### src/rtl/cpu_dp_pkg.sv
// Shared encodings for the parametrised CPU datapath: bus sources, ALU ops,
// memory-handshake states and width helpers.
package cpu_dp_pkg;

  localparam int BUS_SRC_W = 3;
  localparam int ALU_OP_W  = 4;

  typedef enum logic [BUS_SRC_W-1:0] {
    BUS_ZERO = 3'd0,
    BUS_PC   = 3'd1,
    BUS_MEM  = 3'd2,
    BUS_DR   = 3'd3,
    BUS_DRTR = 3'd4,
    BUS_REG  = 3'd5,
    BUS_AC   = 3'd6,
    BUS_TR   = 3'd7
  } bus_src_e;

  // Codes 11..15 are reserved and leave AC and the flags untouched.
  typedef enum logic [ALU_OP_W-1:0] {
    ALU_PASS = 4'd0,
    ALU_ADD  = 4'd1,
    ALU_SUB  = 4'd2,
    ALU_AND  = 4'd3,
    ALU_OR   = 4'd4,
    ALU_XOR  = 4'd5,
    ALU_NOT  = 4'd6,
    ALU_INC  = 4'd7,
    ALU_ZERO = 4'd8,
    ALU_SHL  = 4'd9,
    ALU_SHR  = 4'd10
  } alu_op_e;

  typedef enum logic [1:0] {
    ST_IDLE    = 2'd0,
    ST_RD_WAIT = 2'd1,
    ST_WR_WAIT = 2'd2
  } mem_state_e;

  function automatic int rsel_width(input int nreg);
    return (nreg > 1) ? $clog2(nreg) : 1;
  endfunction

endpackage

### src/rtl/cpu_datapath_param_alu.sv
// Combinational ALU: A op B with carry/borrow/shift-out; op_valid low for
// reserved opcodes so the caller can suppress AC and flag writes.
module cpu_alu
  import cpu_dp_pkg::*;
#(
  parameter int W = 8
) (
  input  logic [ALU_OP_W-1:0] op,
  input  logic [W-1:0]        a,
  input  logic [W-1:0]        b,
  output logic [W-1:0]        result,
  output logic                carry,
  output logic                op_valid
);

  logic [W:0] wide;

  always_comb begin
    wide     = '0;
    result   = '0;
    carry    = 1'b0;
    op_valid = 1'b1;
    case (op)
      ALU_PASS: result = b;
      ALU_ADD: begin
        wide   = {1'b0, a} + {1'b0, b};
        result = wide[W-1:0];
        carry  = wide[W];
      end
      // The extra top bit of the difference is the borrow.
      ALU_SUB: begin
        wide   = {1'b0, a} - {1'b0, b};
        result = wide[W-1:0];
        carry  = wide[W];
      end
      ALU_AND:  result = a & b;
      ALU_OR:   result = a | b;
      ALU_XOR:  result = a ^ b;
      ALU_NOT:  result = ~a;
      ALU_INC: begin
        wide   = {1'b0, a} + (W+1)'(1);
        result = wide[W-1:0];
        carry  = wide[W];
      end
      ALU_ZERO: result = '0;
      ALU_SHL: begin
        result = {a[W-2:0], 1'b0};
        carry  = a[W-1];
      end
      ALU_SHR: begin
        result = {1'b0, a[W-1:1]};
        carry  = a[0];
      end
      default: op_valid = 1'b0;
    endcase
  end

endmodule

### src/rtl/cpu_datapath_param.sv
// CPU datapath: AR/PC/DR/IR/TR/AC, flags and register file around a muxed bus,
// with a req/ack memory handshake that stalls micro-op execution via busy.
module cpu_datapath_param
  import cpu_dp_pkg::*;
#(
  parameter int                DATA_W   = 8,
  parameter int                ADDR_W   = 16,
  parameter int                NREG     = 4,
  parameter logic [ADDR_W-1:0] RESET_PC = '0,
  localparam int               RSEL_W   = rsel_width(NREG)
) (
  input  logic                 clk,
  input  logic                 rst,
  input  logic                 en,
  input  logic [BUS_SRC_W-1:0] bus_src,
  input  logic                 ar_ld,
  input  logic                 ar_inc,
  input  logic                 pc_ld,
  input  logic                 pc_inc,
  input  logic                 dr_ld,
  input  logic                 ir_ld,
  input  logic                 tr_ld,
  input  logic                 r_ld,
  input  logic                 ac_ld,
  input  logic                 ac_ldr,
  input  logic                 z_ld,
  input  logic [RSEL_W-1:0]    r_sel,
  input  logic [ALU_OP_W-1:0]  alus,
  input  logic                 mem_rd,
  input  logic                 mem_wr,
  input  logic [DATA_W-1:0]    mem_rdata,
  input  logic                 mem_ack,
  output logic [ADDR_W-1:0]    mem_addr,
  output logic [DATA_W-1:0]    mem_wdata,
  output logic                 mem_req,
  output logic                 mem_we,
  output logic [DATA_W-1:0]    ac_q,
  output logic [DATA_W-1:0]    r_q,
  output logic [DATA_W-1:0]    ir_q,
  output logic                 z,
  output logic                 c,
  output logic                 busy,
  output logic                 err
);

  logic [ADDR_W-1:0]   ar_reg, pc_reg, bus;
  logic [DATA_W-1:0]   dr_reg, ir_reg, tr_reg, ac_reg, wdata_reg, bus_d;
  logic [DATA_W-1:0]   r_reg [NREG];
  logic [2*DATA_W-1:0] dr_tr;
  logic [NREG-1:0]     r_we;
  logic                z_reg, c_reg, err_reg, req_reg, we_reg, req_next, we_next;
  logic                step, alu_c, alu_ok;
  logic [DATA_W-1:0]   alu_res;
  mem_state_e          state_reg, state_next;

  assign busy  = (state_reg != ST_IDLE);
  assign step  = en && !busy;
  assign dr_tr = {dr_reg, tr_reg};
  assign bus_d = bus[DATA_W-1:0];

  always_comb begin
    bus = '0;
    case (bus_src)
      BUS_PC:   bus = pc_reg;
      BUS_MEM:  bus = ADDR_W'(mem_rdata);
      BUS_DR:   bus = ADDR_W'(dr_reg);
      BUS_DRTR: bus = dr_tr[ADDR_W-1:0];
      BUS_REG:  bus = ADDR_W'(r_reg[r_sel]);
      BUS_AC:   bus = ADDR_W'(ac_reg);
      BUS_TR:   bus = ADDR_W'(tr_reg);
      default:  bus = '0;
    endcase
  end

  cpu_alu #(.W(DATA_W)) u_alu (
    .op       (alus),
    .a        (ac_reg),
    .b        (bus_d),
    .result   (alu_res),
    .carry    (alu_c),
    .op_valid (alu_ok)
  );

  always_ff @(posedge clk or posedge rst) begin
    if (rst) begin
      ar_reg    <= '0;
      pc_reg    <= RESET_PC;
      dr_reg    <= '0;
      ir_reg    <= '0;
      tr_reg    <= '0;
      ac_reg    <= '0;
      z_reg     <= 1'b0;
      c_reg     <= 1'b0;
      wdata_reg <= '0;
    end else if (step) begin
      if (ar_ld)       ar_reg <= bus;
      else if (ar_inc) ar_reg <= ar_reg + ADDR_W'(1);
      if (pc_ld)       pc_reg <= bus;
      else if (pc_inc) pc_reg <= pc_reg + ADDR_W'(1);
      if (ir_ld)       ir_reg <= dr_reg;
      if (tr_ld)       tr_reg <= dr_reg;
      if (dr_ld)       dr_reg <= bus_d;
      // ac_ld claims AC even for reserved ops, which then leave it unchanged.
      if (ac_ld) begin
        if (alu_ok) ac_reg <= alu_res;
      end else if (ac_ldr) begin
        ac_reg <= bus_d;
      end
      if (z_ld && alu_ok) begin
        z_reg <= (alu_res == '0);
        c_reg <= alu_c;
      end
      if (mem_wr && !mem_rd) wdata_reg <= bus_d;
    end else if (state_reg == ST_RD_WAIT && mem_ack) begin
      dr_reg <= mem_rdata;
    end
  end

  for (genvar gi = 0; gi < NREG; gi++) begin : g_rwe
    assign r_we[gi] = step && r_ld && (r_sel == RSEL_W'(gi));
  end

  always_ff @(posedge clk or posedge rst) begin
    if (rst) begin
      for (int i = 0; i < NREG; i++) r_reg[i] <= '0;
    end else begin
      for (int i = 0; i < NREG; i++) begin
        if (r_we[i]) r_reg[i] <= bus_d;
      end
    end
  end

  always_ff @(posedge clk or posedge rst) begin
    if (rst) begin
      state_reg <= ST_IDLE;
      req_reg   <= 1'b0;
      we_reg    <= 1'b0;
    end else begin
      state_reg <= state_next;
      req_reg   <= req_next;
      we_reg    <= we_next;
    end
  end

  always_comb begin
    state_next = state_reg;
    case (state_reg)
      ST_IDLE: begin
        if (step && mem_rd && !mem_wr)      state_next = ST_RD_WAIT;
        else if (step && mem_wr && !mem_rd) state_next = ST_WR_WAIT;
      end
      ST_RD_WAIT, ST_WR_WAIT: if (mem_ack) state_next = ST_IDLE;
      default: state_next = ST_IDLE;
    endcase
  end

  // Handshake outputs are registered from the next state so they change with it.
  always_comb begin
    req_next = (state_next != ST_IDLE);
    we_next  = (state_next == ST_WR_WAIT);
  end

  always_ff @(posedge clk or posedge rst) begin
    if (rst) begin
      err_reg <= 1'b0;
    end else if ((step && mem_rd && mem_wr) || (busy && (mem_rd || mem_wr))) begin
      err_reg <= 1'b1;
    end
  end

  assign mem_addr  = ar_reg;
  assign mem_wdata = wdata_reg;
  assign mem_req   = req_reg;
  assign mem_we    = we_reg;
  assign ac_q      = ac_reg;
  assign r_q       = r_reg[r_sel];
  assign ir_q      = ir_reg;
  assign z         = z_reg;
  assign c         = c_reg;
  assign err       = err_reg;

endmodule

### config.mk
export PLATFORM = sky130hd
export DESIGN_NAME = cpu_datapath_param
export DESIGN_NICKNAME = d
export VERILOG_FILES = /design/src/rtl/cpu_dp_pkg.sv /design/src/rtl/cpu_datapath_param_alu.sv /design/src/rtl/cpu_datapath_param.sv
export SDC_FILE = /design/constraint.sdc
export NUM_CORES = 1
export LEC_CHECK = 0
export ABC_AREA = 1
export CAP_MARGIN = 20
export CELL_PAD_IN_SITES_DETAIL_PLACEMENT = 2
export CELL_PAD_IN_SITES_GLOBAL_PLACEMENT = 2
export CORE_UTILIZATION = 29
export CTS_CLUSTER_SIZE = 14
export DETAILED_ROUTE_END_ITERATION = 10
export GPL_TIMING_DRIVEN = 0
export PLACE_DENSITY = 0.73
export SLEW_MARGIN = 20
export SYNTH_ARGS = -nofsm -noshare
export SYNTH_HDL_FRONTEND = slang
export SYNTH_SLANG_ARGS = --single-unit
### constraint.sdc
create_clock -name clk -period 3.84 [get_ports clk]
set_input_delay 0.768 -clock clk [delete_from_list [all_inputs] [get_ports clk]]
set_output_delay 0.768 -clock clk [all_outputs]
set_load 0.02 [all_outputs]
==> metrics.md <==
| Metric | Value |
|---|---|
| Status | complete, but fails checks |
| Failing checks | DRC |
| Num rows | between 50 and 60 |
| Die height | 166 um |
| Fmax achieved | 0.289 GHz |
| Critical Path Max Stage Delay | 450 ps |
| Antenna Violating Nets Remaining | 0 |
| Worst Tran Pin Value | 729 ps |
| WP buf/inv | 3 |
| Yosys reg bits | ~110 |
| Initial Util | just under 30% |
| Synth Flop Type | dfrtp_1 |
| Antenna diode count | 0 |
| P per Cell Area | between 700 and 800 mW/mm^2 |
| DRT Pass-1 Iters | 10 |
| Antenna violations before repair | 1 |
| Number of global-route vias before repair | 8805 |
| Worst skew pair latency | 380 ps |
| Clk network pwr share | 13.9% |
| Final WL | 33200 um |
| CTS tree | done |
| Synthesized instance count | ~1100 |
| Most used cell, CP | nand2_1 |
| Worst hold slack | 491 ps |
| Post-synth EDFFs | 0 |
| Largest net degree at the start of global routing | between 50 and 60 |
| Max reg flops | 32 |
| Fin nets | 1307 |
| # port buffers | 84 |
| Leak pwr | 4.50 nW |
| Mapped Nets | roughly 1200 |
| CTS Buf Count | 9 |
| Place WS | -765 ps |
| Sink Count | 111 |
| Most frequent cells in the layout | nand2_1, nor2_1, dfrtp_1 |
| Total GRT Usage | around 25% |
| Slew Limit Fails | 0 |
| Synth cell types | 48 |
| Hpwl dp | 24900 um |
| # setup viols final | 0 |
| Worst Path Arrival | about 3800 ps |
| Worst path cell trace | dlygate4sd2_1 -> inv_2 -> buf_6 -> nand4_1 -> nand2_1 -> nor2_2 -> nand3_4 -> ha_1 -> fa_1 -> nand3_1 -> nand3_1 -> nor2_1 -> nor2_1 -> nor2_1 -> nand2_1 -> nor2_1 -> nand2_1 -> nor2_2 -> nand2_1 -> nand2_1 |
| Synth Cell Area | 0.00779 sq mm |
| Commonest non-fill, non-tap cell in the layout | nand2_1 |
| GPL Wtd Cong | 0.834 |
| Total grt overflow | 0 |
| RSZ-0062 raised after global routing | false |
| Top delay family on crit path | simple AND/OR/NAND/NOR gates |
| Asr flop ratio synth | 100% |
| Net Sw Frac | 49.8% |
| Remaining DRCs | 8 |
| Syn-to-layout area delta | 23.5% |
| Seq pwr share | a little under a third |
| CTS Hold Bufs | 0 |
| Chip Width | 166 um |
| Critical Path RT | 4160 ps |
| Root buffer cell | clkbuf_16 |
| Drt first-iter violations | 406 |
| Share of layout cells above drive strength 1 | around 11% |
| Post-Route Setup TNS | 0 ps |
| Combinational share of power | 55.1% |
| Clock-pin slew on the worst setup and hold paths | ~90 ps |
| Ys Warns | 0 |
| Critical path fanouts, max | 10 |
| Fin crit period | 3460 ps |
| Startpoint type of the worst setup path | primary input |
| WL/cell | 21.0 um |
| H-tree depth | 3 |
| Worst Hold Class | flop to flop |
| Via-to-Cell Ratio | around 5.2 |
| Period utilization | 90.2% |
| Worst Setup End Kind | flop |
| Post-Route Skew | 11.9 ps |
| Routed vias | just over 8000 |
| Seq/Total Area, Yosys | 35.6% |
| First-pass GRT wire length | slightly above 50000 um |
| Syn Area/Cell | 6.93 sq um |
| Net switching power figure | 0.00361 W |
| MaxCap Viol Count | 0 |
| Core ar. | around 0.026 sq mm |
| Design Power | between 0.007 and 0.008 W |
| Internal | around 0.0036 W |
| Max clock buf depth | 2 |
| Die area | between 0.02 and 0.03 sq mm |
| Peak supply drop | 268 uV |
| Total I/O pin count | 88 |
| Critical path's slowest cell | fa_1 |
| Critical path class | primary input to flop |
| Setup WS post-layout | 378 ps |
| Max transition margin | 51.1% |
| Final hold vios | 0 |
| Finished Core Util | 36.7% |
==> repair_timing <==
action	in CTS	in global routing
gates resized for setup	17	14
buffers inserted	9	10
pin swaps	1	6
setup endpoints to repair	7	6
endpoints found under the hold margin	0	0
==> worst reg2reg max path, delay by kind of cell, from the launching register on <==
family | cells | cell delay, ps
AOI/OAI and AO/OA | 1 | 150
adders and majority gates | 1 | 420
buffers and inverters | 3 | 660
DFF | 1 | 420
and+or+nand+nor | 14 | 1430
==> layer usage <==
metal	global-route usage, %	vias to the layer above	share of wire (%)
met1	34.6	4136	49
met2	39.8	146	46
li1	-	3928	-
met5	0	-	0.030
met3	3.36	32	3.5
met4	5.81	2	1.3
==> cells in the mapped netlist, types with 2 or more instances <==
cell,n,share of area (%)
or2_2,3,0.24
nor3_2,3,0.39
and2_1,2,0.16
fa_1,2,0.51
dfrtp_1,111,36
clkbuf_1,13,0.63
a21oi_1,63,4.0
nor4_1,2,0.16
nand4_1,24,1.9
nand2_1,301,14
buf_6,2,0.29
xor2_1,8,0.90
nor2_4,3,0.43
buf_4,4,0.39
o211ai_1,9,0.87
nor2_2,15,1.2
nor3_1,11,0.71
buf_2,15,0.96
a21boi_0,2,0.19
ha_1,31,5.0
nand2_2,10,0.80
o21ai_0,93,6.0
a21oi_2,2,0.22
a22oi_1,9,0.87
o21ai_2,2,0.22
inv_2,8,0.39
nand3_2,3,0.39
o22ai_1,23,1.8
o21ai_1,10,0.64
inv_1,108,5.2
or2_0,2,0.16
nand2_4,4,0.58
nand3_4,3,0.67
nand3_1,77,4.9
nor2_1,134,6.5
==> layout make-up <==
cell class | instances | area [sq um]
Sequential cell | 111 | 2780
Fill cell | 3155 | 16600
Timing Repair Buffer | 104 | 1010
Tap cell | 335 | 419
Multi-Input combinational cell | 861 | 4430
Inverter | 117 | 472
Clock inverter | 6 | 62.6
Clock buffer | 10 | 239
Buffer | 36 | 208
==> power by group through the flow <==
stage	Clock [W]	Sequential (W)	Combinational [W]
finish	0.00101	0.00225	0.00399
global route	0.00106	0.00232	0.00440
CTS	0.00103	0.00225	0.00394
detailed placement	0	0.00226	0.00382
global placement	0	0.00224	0.00369
floorplan	0	0.00235	0.00208
==> metrics by stage <==
stage | instance area (sq um) | std cells
floorplan | 7790 | 1125
global placement | 9050 | 1544
detailed placement | 9090 | 1545
CTS | 9520 | 1570
global route | 9620 | 1580
finish | 9620 | 1580
==> final timing paths <==
path,startpoint,endpoint,slack [ps],cells past startpoint
hold reg to reg,err,err,490,2
hold / removal,err,err,490,2
max in group asynchronous,rst,mem_req,2320,3
setup / recovery,bus_src[2],z,380,20
setup reg to reg,ac_q[6],z,690,19
min in group asynchronous,rst,mem_addr[10],820,2
==> kinds of logic after synthesis <==
family          count (synthesis)  synth area share (%)
buf+inv                       153                  8.25
fa+ha+maj                      33                  5.49
simple gates                  600                  34.1
xor+xnor                        9                  1.01
compound gates                219                  15.6
flops                         111                  35.6
Note: power is estimated with default switching activity, not from simulation.
